===== src/rtl/audio_pkg.sv =====
`default_nettype none
// +----------------------------------------------------------------------------+
// | Package  : audio_pkg                                                       |
// | Purpose  : Shared constants and helpers for the I2S transmitter slice:     |
// |            serial format encoding, slot length and slot image builder.     |
// | Revision : 1.0  initial release                                            |
// +----------------------------------------------------------------------------+
package audio_pkg;

  localparam int SLOT_BITS = 32;

  // Format encoding as presented on the fmt port; code 3 is reserved and
  // falls back to plain I2S.
  typedef enum logic [1:0] {
    FMT_I2S  = 2'd0,
    FMT_LJ   = 2'd1,
    FMT_RJ   = 2'd2,
    FMT_RSVD = 2'd3
  } fmt_e;

  // Build one 32-bit slot image, bit 31 = first bit on the wire (p=0).
  // ext carries the sample zero-extended into its low `width` bits, so the
  // justification is just a left shift that moves the sample MSB to the
  // required slot position; everything else is left as zero.
  function automatic logic [SLOT_BITS-1:0] place_slot(
    input logic [SLOT_BITS-1:0] ext,
    input fmt_e                 fmt,
    input int                   width
  );
    logic [SLOT_BITS-1:0] img;
    case (fmt)
      FMT_LJ:  img = ext << (SLOT_BITS - width);
      FMT_RJ:  img = ext;
      default: img = ext << (SLOT_BITS - 1 - width);
    endcase
    return img;
  endfunction

endpackage
`default_nettype wire


===== src/rtl/frac_clk_div.sv =====
`default_nettype none
// +----------------------------------------------------------------------------+
// | Module   : frac_clk_div                                                    |
// | Purpose  : Fractional tick generator. Produces an average tick rate of     |
// |            NUM/DEN ticks per clock using a phase accumulator.              |
// | Ports    : clk_sys (in)  system clock                                      |
// |            reset   (in)  synchronous active-high reset, clears the phase   |
// |            tick    (out) one-cycle strobe                                  |
// | Revision : 1.0  initial release                                            |
// +----------------------------------------------------------------------------+
module frac_clk_div #(
  parameter longint unsigned NUM = 64'd6_144_000,
  parameter longint unsigned DEN = 64'd64_000_000
) (
  input  logic clk_sys,
  input  logic reset,
  output logic tick
);

  // acc_q never exceeds DEN-1, so acc_q + NUM <= DEN + NUM - 1 fits here.
  localparam int              ACC_W = $clog2(NUM + DEN);
  localparam logic [ACC_W-1:0] NUM_C = ACC_W'(NUM);
  localparam logic [ACC_W-1:0] DEN_C = ACC_W'(DEN);

  logic [ACC_W-1:0] acc_q;
  logic [ACC_W-1:0] acc_d;
  logic [ACC_W-1:0] acc_sum;

  always_comb begin
    acc_sum = acc_q + NUM_C;
    acc_d   = acc_sum;
    tick    = 1'b0;
    if (acc_sum >= DEN_C) begin
      acc_d = acc_sum - DEN_C;
      tick  = 1'b1;
    end
  end

  always_ff @(posedge clk_sys) begin
    if (reset) begin
      acc_q <= '0;
    end else begin
      acc_q <= acc_d;
    end
  end

endmodule
`default_nettype wire


===== src/rtl/audio_i2s_tx.sv =====
`default_nettype none
// +----------------------------------------------------------------------------+
// | Module   : audio_i2s_tx                                                    |
// | Purpose  : Stereo serial audio transmitter (I2S / left- / right-justified) |
// |            with a one-pair holding register and underrun counting.         |
// | Ports    : clk_sys       (in)  sole clock                                  |
// |            reset         (in)  synchronous active-high reset               |
// |            fmt[1:0]      (in)  0=I2S 1=LJ 2=RJ 3=I2S, sampled per frame    |
// |            left/right    (in)  WIDTH-bit sample pair                       |
// |            sample_valid  (in)  pair presented                              |
// |            sample_ready  (out) holding register empty                      |
// |            sclk          (out) bit clock, 64*fs average                    |
// |            lrclk         (out) word select, 0 = left slot                  |
// |            sdata         (out) serial data, MSB first                      |
// |            underrun_cnt  (out) saturating count of repeated frames         |
// | Revision : 1.0  initial release                                            |
// +----------------------------------------------------------------------------+
module audio_i2s_tx
  import audio_pkg::*;
#(
  parameter int unsigned CLK_RATE    = 64_000_000,
  parameter int unsigned SAMPLE_RATE = 48_000,
  parameter int          WIDTH       = 16,   // legal 8..24
  parameter int          SIGNED_IN   = 1
) (
  input  logic             clk_sys,
  input  logic             reset,
  input  logic [1:0]       fmt,
  input  logic [WIDTH-1:0] left,
  input  logic [WIDTH-1:0] right,
  input  logic             sample_valid,
  output logic             sample_ready,
  output logic             sclk,
  output logic             lrclk,
  output logic             sdata,
  output logic [7:0]       underrun_cnt
);

  // Offset-binary inputs become two's complement by flipping the MSB.
  localparam logic [WIDTH-1:0] MSB_FLIP = {(SIGNED_IN == 0), {(WIDTH-1){1'b0}}};

  logic tick;

  frac_clk_div #(
    .NUM (64'(128) * 64'(SAMPLE_RATE)),
    .DEN (64'(CLK_RATE))
  ) u_div (
    .clk_sys (clk_sys),
    .reset   (reset),
    .tick    (tick)
  );

  logic                   sclk_q,      sclk_d;
  logic                   lrclk_q,     lrclk_d;
  logic                   sdata_q,     sdata_d;
  logic [5:0]             bit_cnt_q,   bit_cnt_d;
  logic [2*SLOT_BITS-1:0] shift_q,     shift_d;
  logic [WIDTH-1:0]       prev_l_q,    prev_l_d;
  logic [WIDTH-1:0]       prev_r_q,    prev_r_d;
  logic [WIDTH-1:0]       hold_l_q,    hold_l_d;
  logic [WIDTH-1:0]       hold_r_q,    hold_r_d;
  logic                   hold_full_q, hold_full_d;
  logic [7:0]             underrun_q,  underrun_d;
  logic                   run_q;

  logic                   fall;
  logic                   frame_load;
  logic                   xfer;
  logic [WIDTH-1:0]       load_l;
  logic [WIDTH-1:0]       load_r;
  logic [2*SLOT_BITS-1:0] frame_img;

  always_comb begin
    // run_q keeps ready low for the whole reset period and releases it one
    // cycle after reset drops.
    sample_ready = run_q & ~hold_full_q;
    xfer         = sample_valid & sample_ready;
    fall         = tick & sclk_q;
    frame_load   = fall & (bit_cnt_q == 6'd63);

    // An empty holding register at frame load replays the previous pair.
    load_l    = hold_full_q ? hold_l_q : prev_l_q;
    load_r    = hold_full_q ? hold_r_q : prev_r_q;
    frame_img = {place_slot(SLOT_BITS'(load_l), fmt_e'(fmt), WIDTH),
                 place_slot(SLOT_BITS'(load_r), fmt_e'(fmt), WIDTH)};

    sclk_d      = sclk_q;
    lrclk_d     = lrclk_q;
    sdata_d     = sdata_q;
    bit_cnt_d   = bit_cnt_q;
    shift_d     = shift_q;
    prev_l_d    = prev_l_q;
    prev_r_d    = prev_r_q;
    hold_l_d    = hold_l_q;
    hold_r_d    = hold_r_q;
    hold_full_d = hold_full_q;
    underrun_d  = underrun_q;

    if (tick) begin
      sclk_d = ~sclk_q;
    end

    if (fall) begin
      bit_cnt_d = bit_cnt_q + 6'd1;
      lrclk_d   = bit_cnt_d[5];
      if (frame_load) begin
        // The whole frame image (format included) is latched here, so a
        // later fmt change only takes effect at the next load.
        sdata_d  = frame_img[2*SLOT_BITS-1];
        shift_d  = {frame_img[2*SLOT_BITS-2:0], 1'b0};
        prev_l_d = load_l;
        prev_r_d = load_r;
        if (hold_full_q) begin
          hold_full_d = 1'b0;
        end else if (underrun_q != 8'hFF) begin
          underrun_d = underrun_q + 8'd1;
        end
      end else begin
        sdata_d = shift_q[2*SLOT_BITS-1];
        shift_d = {shift_q[2*SLOT_BITS-2:0], 1'b0};
      end
    end

    // A transfer only happens with the holding register empty, so it can
    // never collide with the load that drains a full one.
    if (xfer) begin
      hold_l_d    = left ^ MSB_FLIP;
      hold_r_d    = right ^ MSB_FLIP;
      hold_full_d = 1'b1;
    end
  end

  always_ff @(posedge clk_sys) begin
    if (reset) begin
      sclk_q      <= 1'b0;
      lrclk_q     <= 1'b0;
      sdata_q     <= 1'b0;
      bit_cnt_q   <= 6'd63;
      shift_q     <= '0;
      prev_l_q    <= '0;
      prev_r_q    <= '0;
      hold_l_q    <= '0;
      hold_r_q    <= '0;
      hold_full_q <= 1'b0;
      underrun_q  <= 8'd0;
      run_q       <= 1'b0;
    end else begin
      sclk_q      <= sclk_d;
      lrclk_q     <= lrclk_d;
      sdata_q     <= sdata_d;
      bit_cnt_q   <= bit_cnt_d;
      shift_q     <= shift_d;
      prev_l_q    <= prev_l_d;
      prev_r_q    <= prev_r_d;
      hold_l_q    <= hold_l_d;
      hold_r_q    <= hold_r_d;
      hold_full_q <= hold_full_d;
      underrun_q  <= underrun_d;
      run_q       <= 1'b1;
    end
  end

  assign sclk         = sclk_q;
  assign lrclk        = lrclk_q;
  assign sdata        = sdata_q;
  assign underrun_cnt = underrun_q;

endmodule
`default_nettype wire


===== config.mk =====
export PLATFORM = sky130hd
export DESIGN_NAME = audio_i2s_tx
export DESIGN_NICKNAME = d
export VERILOG_FILES = /design/src/rtl/audio_pkg.sv /design/src/rtl/frac_clk_div.sv /design/src/rtl/audio_i2s_tx.sv
export SDC_FILE = /design/constraint.sdc
export NUM_CORES = 1
export LEC_CHECK = 0
export ABC_AREA = 1
export CORE_ASPECT_RATIO = 0.5
export CORE_MARGIN = 5
export CORE_UTILIZATION = 54
export CTS_CLUSTER_SIZE = 25
export DETAILED_ROUTE_END_ITERATION = 7
export GPL_TIMING_DRIVEN = 0
export MAX_ROUTING_LAYER = met4
export PLACE_DENSITY = 0.73
export SYNTH_ARGS = -nofsm -noshare
export SYNTH_HDL_FRONTEND = slang
export SYNTH_SLANG_ARGS = --single-unit
export TNS_END_PERCENT = 30

===== constraint.sdc =====
create_clock -name clk_sys -period 2.45 [get_ports clk_sys]
set_clock_uncertainty 0.2 [all_clocks]
set_input_delay 0.245 -clock clk_sys [delete_from_list [all_inputs] [get_ports clk_sys]]
set_output_delay 0.245 -clock clk_sys [all_outputs]
set_load 0.01 [all_outputs]

* After elaboration in Yosys (flattened, before gate mapping) *
Index checks and enable logic that the tools add are counted.

cells by class
  reduce and logical (&&, ||, !) cells = 5
  bitwise logic cells = 6
  add/sub/neg operators = 4
  muxes and demuxes = 12
  magnitude comparators = 1
  equality and inequality tests = 4

operators by type and width
  cell                                                                     count
  32-bit case mux with 2 select lines                                      2
  64-bit two-way mux                                                       1
  16-bit two-way mux                                                       2
  27-bit by 23-bit adder with 27-bit output, second input constant         1
  27-bit by 26-bit >= comparator with 1-bit output, second input constant  1
  27-bit two-way mux                                                       1
  27-bit by 26-bit subtractor with 27-bit output, second input constant    1
  8-bit by 1-bit adder with 8-bit output, second input constant            1
  8-bit inequality test, second input constant                             1
  6-bit by 1-bit adder with 6-bit output, second input constant            1
  6-bit equality test, second input constant                               1
  1-bit two-way mux                                                        6
  1-bit AND                                                                4
  2-bit AND reduction                                                      2
  4-bit AND reduction                                                      1
  2-bit nonzero test                                                       2
  2-bit by 1-bit equality test with 1-bit output, second input constant    1
  2-bit equality test, second input constant                               1
  1-bit NOT                                                                2

storage, ports and cells
  bits in registers = 174
  input port bits = 37

* Depth between registers and ports, before layout *
  depth after elaboration = 8
  gate-level depth with buffers = 19
  mapped depth without buffers = 18

* Modules after synthesis *
Synthesis repeated with hierarchy kept, for this count alone.

unflattened totals
  cells, all modules = 1205
  area, all modules = 8092.8 um^2

by module, submodules not included
  module        seq. area each (um^2)  cells an instance  area an instance (um^2)  instances
  audio_i2s_tx  2922.8                 978                6641.4                   1
  frac_clk_div  300.3                  227                1451.4                   1

* Worst setup path after synthesis *
Ideal clock, no wire load.

  path kind = register -> register
  from = register u_div.acc_q[14]
  to = register prev_l_q[15]
  clock period less this slack = 2.379 ns
  arrival time = 2.063 ns
  path slack = 0.071 ns
  library setup time = 0.116 ns
  stages on the path, launching flop included = 18
  cell sequence = dfxtp_1 inv_2 ha_1 nand2_2 nand2_2 nand2_1 nand2_1 nor2_1 nand3_1 nand2_1 nand3_1 nand2_2 nand2_4 nand2_4 nor2_4 buf_4 o21ai_0 nor2_1

on the way
  cells in the longest elaborated chain, start to end = 6

ends and longest elaborated chain
  element                                             line                 RTL
  start: declaration                                  frac_clk_div.sv:25   logic [ACC_W-1:0] acc_q;
  start signal: assignment                            frac_clk_div.sv:41   acc_q <= '0;
  start signal: assignment                            frac_clk_div.sv:43   acc_q <= acc_d;
  27-bit by 23-bit adder with 27-bit output *         frac_clk_div.sv:30   acc_sum = acc_q + NUM_C;
  27-bit by 26-bit >= comparator with 1-bit output *  frac_clk_div.sv:33   if (acc_sum >= DEN_C) begin
  1-bit two-way mux *                                 frac_clk_div.sv:33
  1-bit AND *                                         audio_i2s_tx.sv:78   fall = tick & sclk_q;
  1-bit AND                                           audio_i2s_tx.sv:79   frame_load = fall & (bit_cnt_q == 6'd63);
  2-bit AND reduction (no line) *                     --
  end signal: assignment                              audio_i2s_tx.sv:153  prev_l_q <= prev_l_d;
  end: declaration                                    audio_i2s_tx.sv:58   logic [WIDTH-1:0] prev_l_q, prev_l_d;

Every way passes the cells marked *; elsewhere a longest branch is shown, timed or not.
A chain may end at the register's enable or synchronous reset.

* Worst setup path after layout *
  from = register u_div.acc_q[14]
  to = register shift_q[47]

on the way
  cells in the longest elaborated chain, start to end = 6

ends and longest elaborated chain
  element                                             line                 RTL
  27-bit by 23-bit adder with 27-bit output *         frac_clk_div.sv:30
  27-bit by 26-bit >= comparator with 1-bit output *  frac_clk_div.sv:33
  1-bit two-way mux *                                 frac_clk_div.sv:33
  1-bit AND *                                         audio_i2s_tx.sv:78
  1-bit AND                                           audio_i2s_tx.sv:79
  64-bit two-way mux                                  audio_i2s_tx.sv:106  if (frame_load) begin
  end signal: assignment                              audio_i2s_tx.sv:152  shift_q <= shift_d;
  end: declaration                                    audio_i2s_tx.sv:57   logic [2*SLOT_BITS-1:0] shift_q, shift_d;

Marks and branches as above.

==> results.json <==
{
  "outcome": "finished, violations left",
  "failed_checks": "setup timing",
  "r2r_end": "shift_q[47]",
  "grt_usage": 0.254,
  "hold_depth": 2,
  "p_int_mw": 4.66,
  "fin_crit_ns": 2.52,
  "worst-path-max-fanout": 6,
  "p_leak_nw": 3.92,
  "switchingPower_mw": 1.95,
  "layout-drive-gt1-share": 0.159,
  "clk_pin_slew_ns": 0.07,
  "diodes": 0,
  "regToRegSetupSlack_ns": -0.07,
  "dr.first_iter.drc_count": 876,
  "syn_area_per_cell_sq_um": 6.93,
  "start_util": 0.556,
  "numCtsBuffers": 17,
  "die_area_sq_um": 16700,
  "hold_viol": 0,
  "synth_edf_count": 0,
  "place_congestion": 0.940,
  "cts-htree-levels": 4,
  "switching_share": 0.295,
  "port_buffers": 47,
  "dp.cells": 1338,
  "path_class": "reg2reg",
  "rows": 30,
  "grt_pass1_wl_um": 33400,
  "cts_tree": "built",
  "yosysUniqueCellTypes": 37,
  "async_reset_ff_frac": 0,
  "crit_required_ns": 2.60,
  "synth_nets": 1144,
  "nFillCells": 1122,
  "hpwl_um": 14500,
  "register_area_sq_um": 3230,
  "cts-root-buf": "clkbuf_16",
  "hold_path.class": "reg2reg",
  "fin_cells": 1392,
  "grt_max_degree": 17,
  "clkSinkCount": 161,
  "finalSetupViolCount": 26,
  "syn2layout_area_growth_pct": 27.0,
  "hp-start": "shift_q[60]",
  "clockBufferDepth": 2,
  "slew_viol_final": 0,
  "synth_seq_area_share": 0.423,
  "cp.arrival_ns": 2.67,
  "power.density_nw_per_um2": 683,
  "post-route-drc-count": 0,
  "drv_cap": 0,
  "tightest_slew_ns": 0.674,
  "p_total_mw": 6.61,
  "rsz0062_at_grt": "yes",
  "ios": 49,
  "hold_end": "shift_q[60]",
  "multi_input_area_sq_um": 3960,
  "coreArea_sq_um": 13700,
  "final_common_cell": "nand2_1",
  "final_cell_area_sq_um": 9680,
  "die_x_um": 178,
  "fin_worst_hold_slack_ns": 0.250,
  "holdBufCountCts": 0,
  "end_kind": "flip-flop",
  "rr_startpoint": "u_div.acc_q[14]",
  "worst_slack_ns": -0.0725,
  "combPwrFrac": 0.173,
  "fin_crit_sh": 1.03,
  "power.share.clock": 0.407,
  "syn_area_sq_um": 7620,
  "ant_nets": 0,
  "yosysWarnings": 0,
  "syn_inst": 1099,
  "grt_overflow": 0,
  "synth_ff_type": "dfxtp_1",
  "antenna_found_initial": 0,
  "grt_pass1_vias": 6981,
  "cp-start-kind": "flip-flop",
  "r2r_cells": 14,
  "nNetsFinal": 1232,
  "final_cell_mix": "nand2_1 (216), dfxtp_1 (156), inv_1 (135), o21ai_0 (113), a21oi_1 (104)",
  "clkLatencyLatePin_ns": 0.42,
  "synth-seq-cells": 161,
  "vias": 7649,
  "dr.pass1.iters": 5,
  "viasPerCell": 5.49,
  "wl_um": 21400,
  "peakVddDrop_v": 0.000407,
  "maxSlewHeadroom": 0.551,
  "fp.dieH_um": 94.0,
  "sequentialPowerShare": 0.420,
  "fmax_ghz": 0.396,
  "wl_per_cell_um": 15.4,
  "placed_area_sq_um": 8330
}
-- cells in the mapped netlist (8+ instances only) --
master	instances	area share
a21oi_1	126	0.083
a221oi_1	21	0.024
buf_2	19	0.012
clkbuf_1	39	0.019
dfxtp_1	161	0.42
ha_1	8	0.013
inv_1	137	0.067
inv_2	8	0.0039
nand2_1	236	0.12
nand3_1	39	0.026
nand4_1	11	0.0090
nor2_1	76	0.037
nor3_1	14	0.0092
o21ai_0	126	0.083
o22ai_1	29	0.024
-- worst max path at each step --
stage | startpoint | slack [ns] | endpoint
after floorplan | u_div.acc_q[14] | 0.07 | prev_l_q[15]
after global placement | fmt[0] | -0.65 | shift_q[63]
after detailed placement | fmt[0] | -0.72 | shift_q[63]
after CTS | u_div.acc_q[15] | -0.02 | shift_q[58]
after global routing | u_div.acc_q[14] | -0.18 | shift_q[57]
final | u_div.acc_q[14] | -0.07 | shift_q[47]
-- cell families (layout without fill, tap and decap cells) --
logic type / count (synthesis) / after routing / synth area share
AOI/OAI and AO/OA: 317 / 317 / 0.227
and+or+nand+nor: 392 / 392 / 0.215
buffers and inverters: 213 / 314 / 0.112
xor gates and xnor gates: 8 / 8 / 0.0102
DFF: 161 / 161 / 0.423
adders and majority gates: 8 / 8 / 0.0131
-- through the flow --
step                      setup WS, ns   util  TNS (ns)
after floorplan                 0.0710      -         0
after global placement          -0.648  0.608    -33.61
after detailed placement        -0.719  0.608    -39.99
after CTS                      -0.0172  0.673   -0.0364
after global routing            -0.181  0.706    -10.55
final                          -0.0725  0.706    -0.804
-- critical path, stage by stage, from the launching register on --
cell	delay, ns
dfxtp_2	0.36
inv_4	0.06
ha_4	0.17
nand2_4	0.09
nand3_2	0.08
nand3_2	0.09
nand4_1	0.21
xor2_4	0.33
a21oi_4	0.10
buf_12	0.15
nor2_4	0.18
buf_12	0.16
clkbuf_16	0.14
nand2_1	0.04
o21ai_1	0.08
-- metal layers --
metal  share of wire  routed length [um]  track usage  vias to the layer above
met1            0.46                9800        0.340                     3581
met4           0.015                 312       0.0765                        0
met5               0                   0            -                        -
met2            0.46                9940        0.399                      251
li1                -                   -            -                     3782
met3           0.063                1360       0.0430                       35
-- state kept, by name, summed over array words and instances (netlist names), 6 cells and up --
| name | count |
|---|---|
| underrun_cnt | 8 |
| u_div.acc_q | 15 |
| bit_cnt_q | 6 |
| prev_r_q | 16 |
| prev_l_q | 16 |
| shift_q | 63 |
| hold_l_q | 16 |
| hold_r_q | 16 |
-- area by class of cell --
type,count,share of cell area
Inverter,146,0.0574
Sequential cell,161,0.334
Timing Repair Buffer,70,0.0737
Clock buffer,19,0.0458
Multi-Input combinational cell,725,0.409
Tap cell,192,0.0248
Buffer,66,0.0398
Clock inverter,13,0.0156
-- timing repair --
item | 4_1_cts | 5_1_grt
gates cloned | 1 | 2
pin swaps | 12 | 38
setup buffers | 13 | 9
gates resized for setup | 46 | 114
hold endpoints to repair | 0 | 0
endpoints found under the setup margin | 124 | 123
-- power by group through the flow --
stage / Combinational (mW) / Clock [mW] / Sequential, mW
finish: 1.14 / 2.69 / 2.78
CTS: 1.02 / 2.70 / 2.77
global route: 1.26 / 2.82 / 2.78
floorplan: 0.645 / 0 / 2.81
detailed placement: 0.895 / 0 / 2.82
global placement: 0.873 / 0 / 2.82
Note: power is estimated with default switching activity, not from simulation.
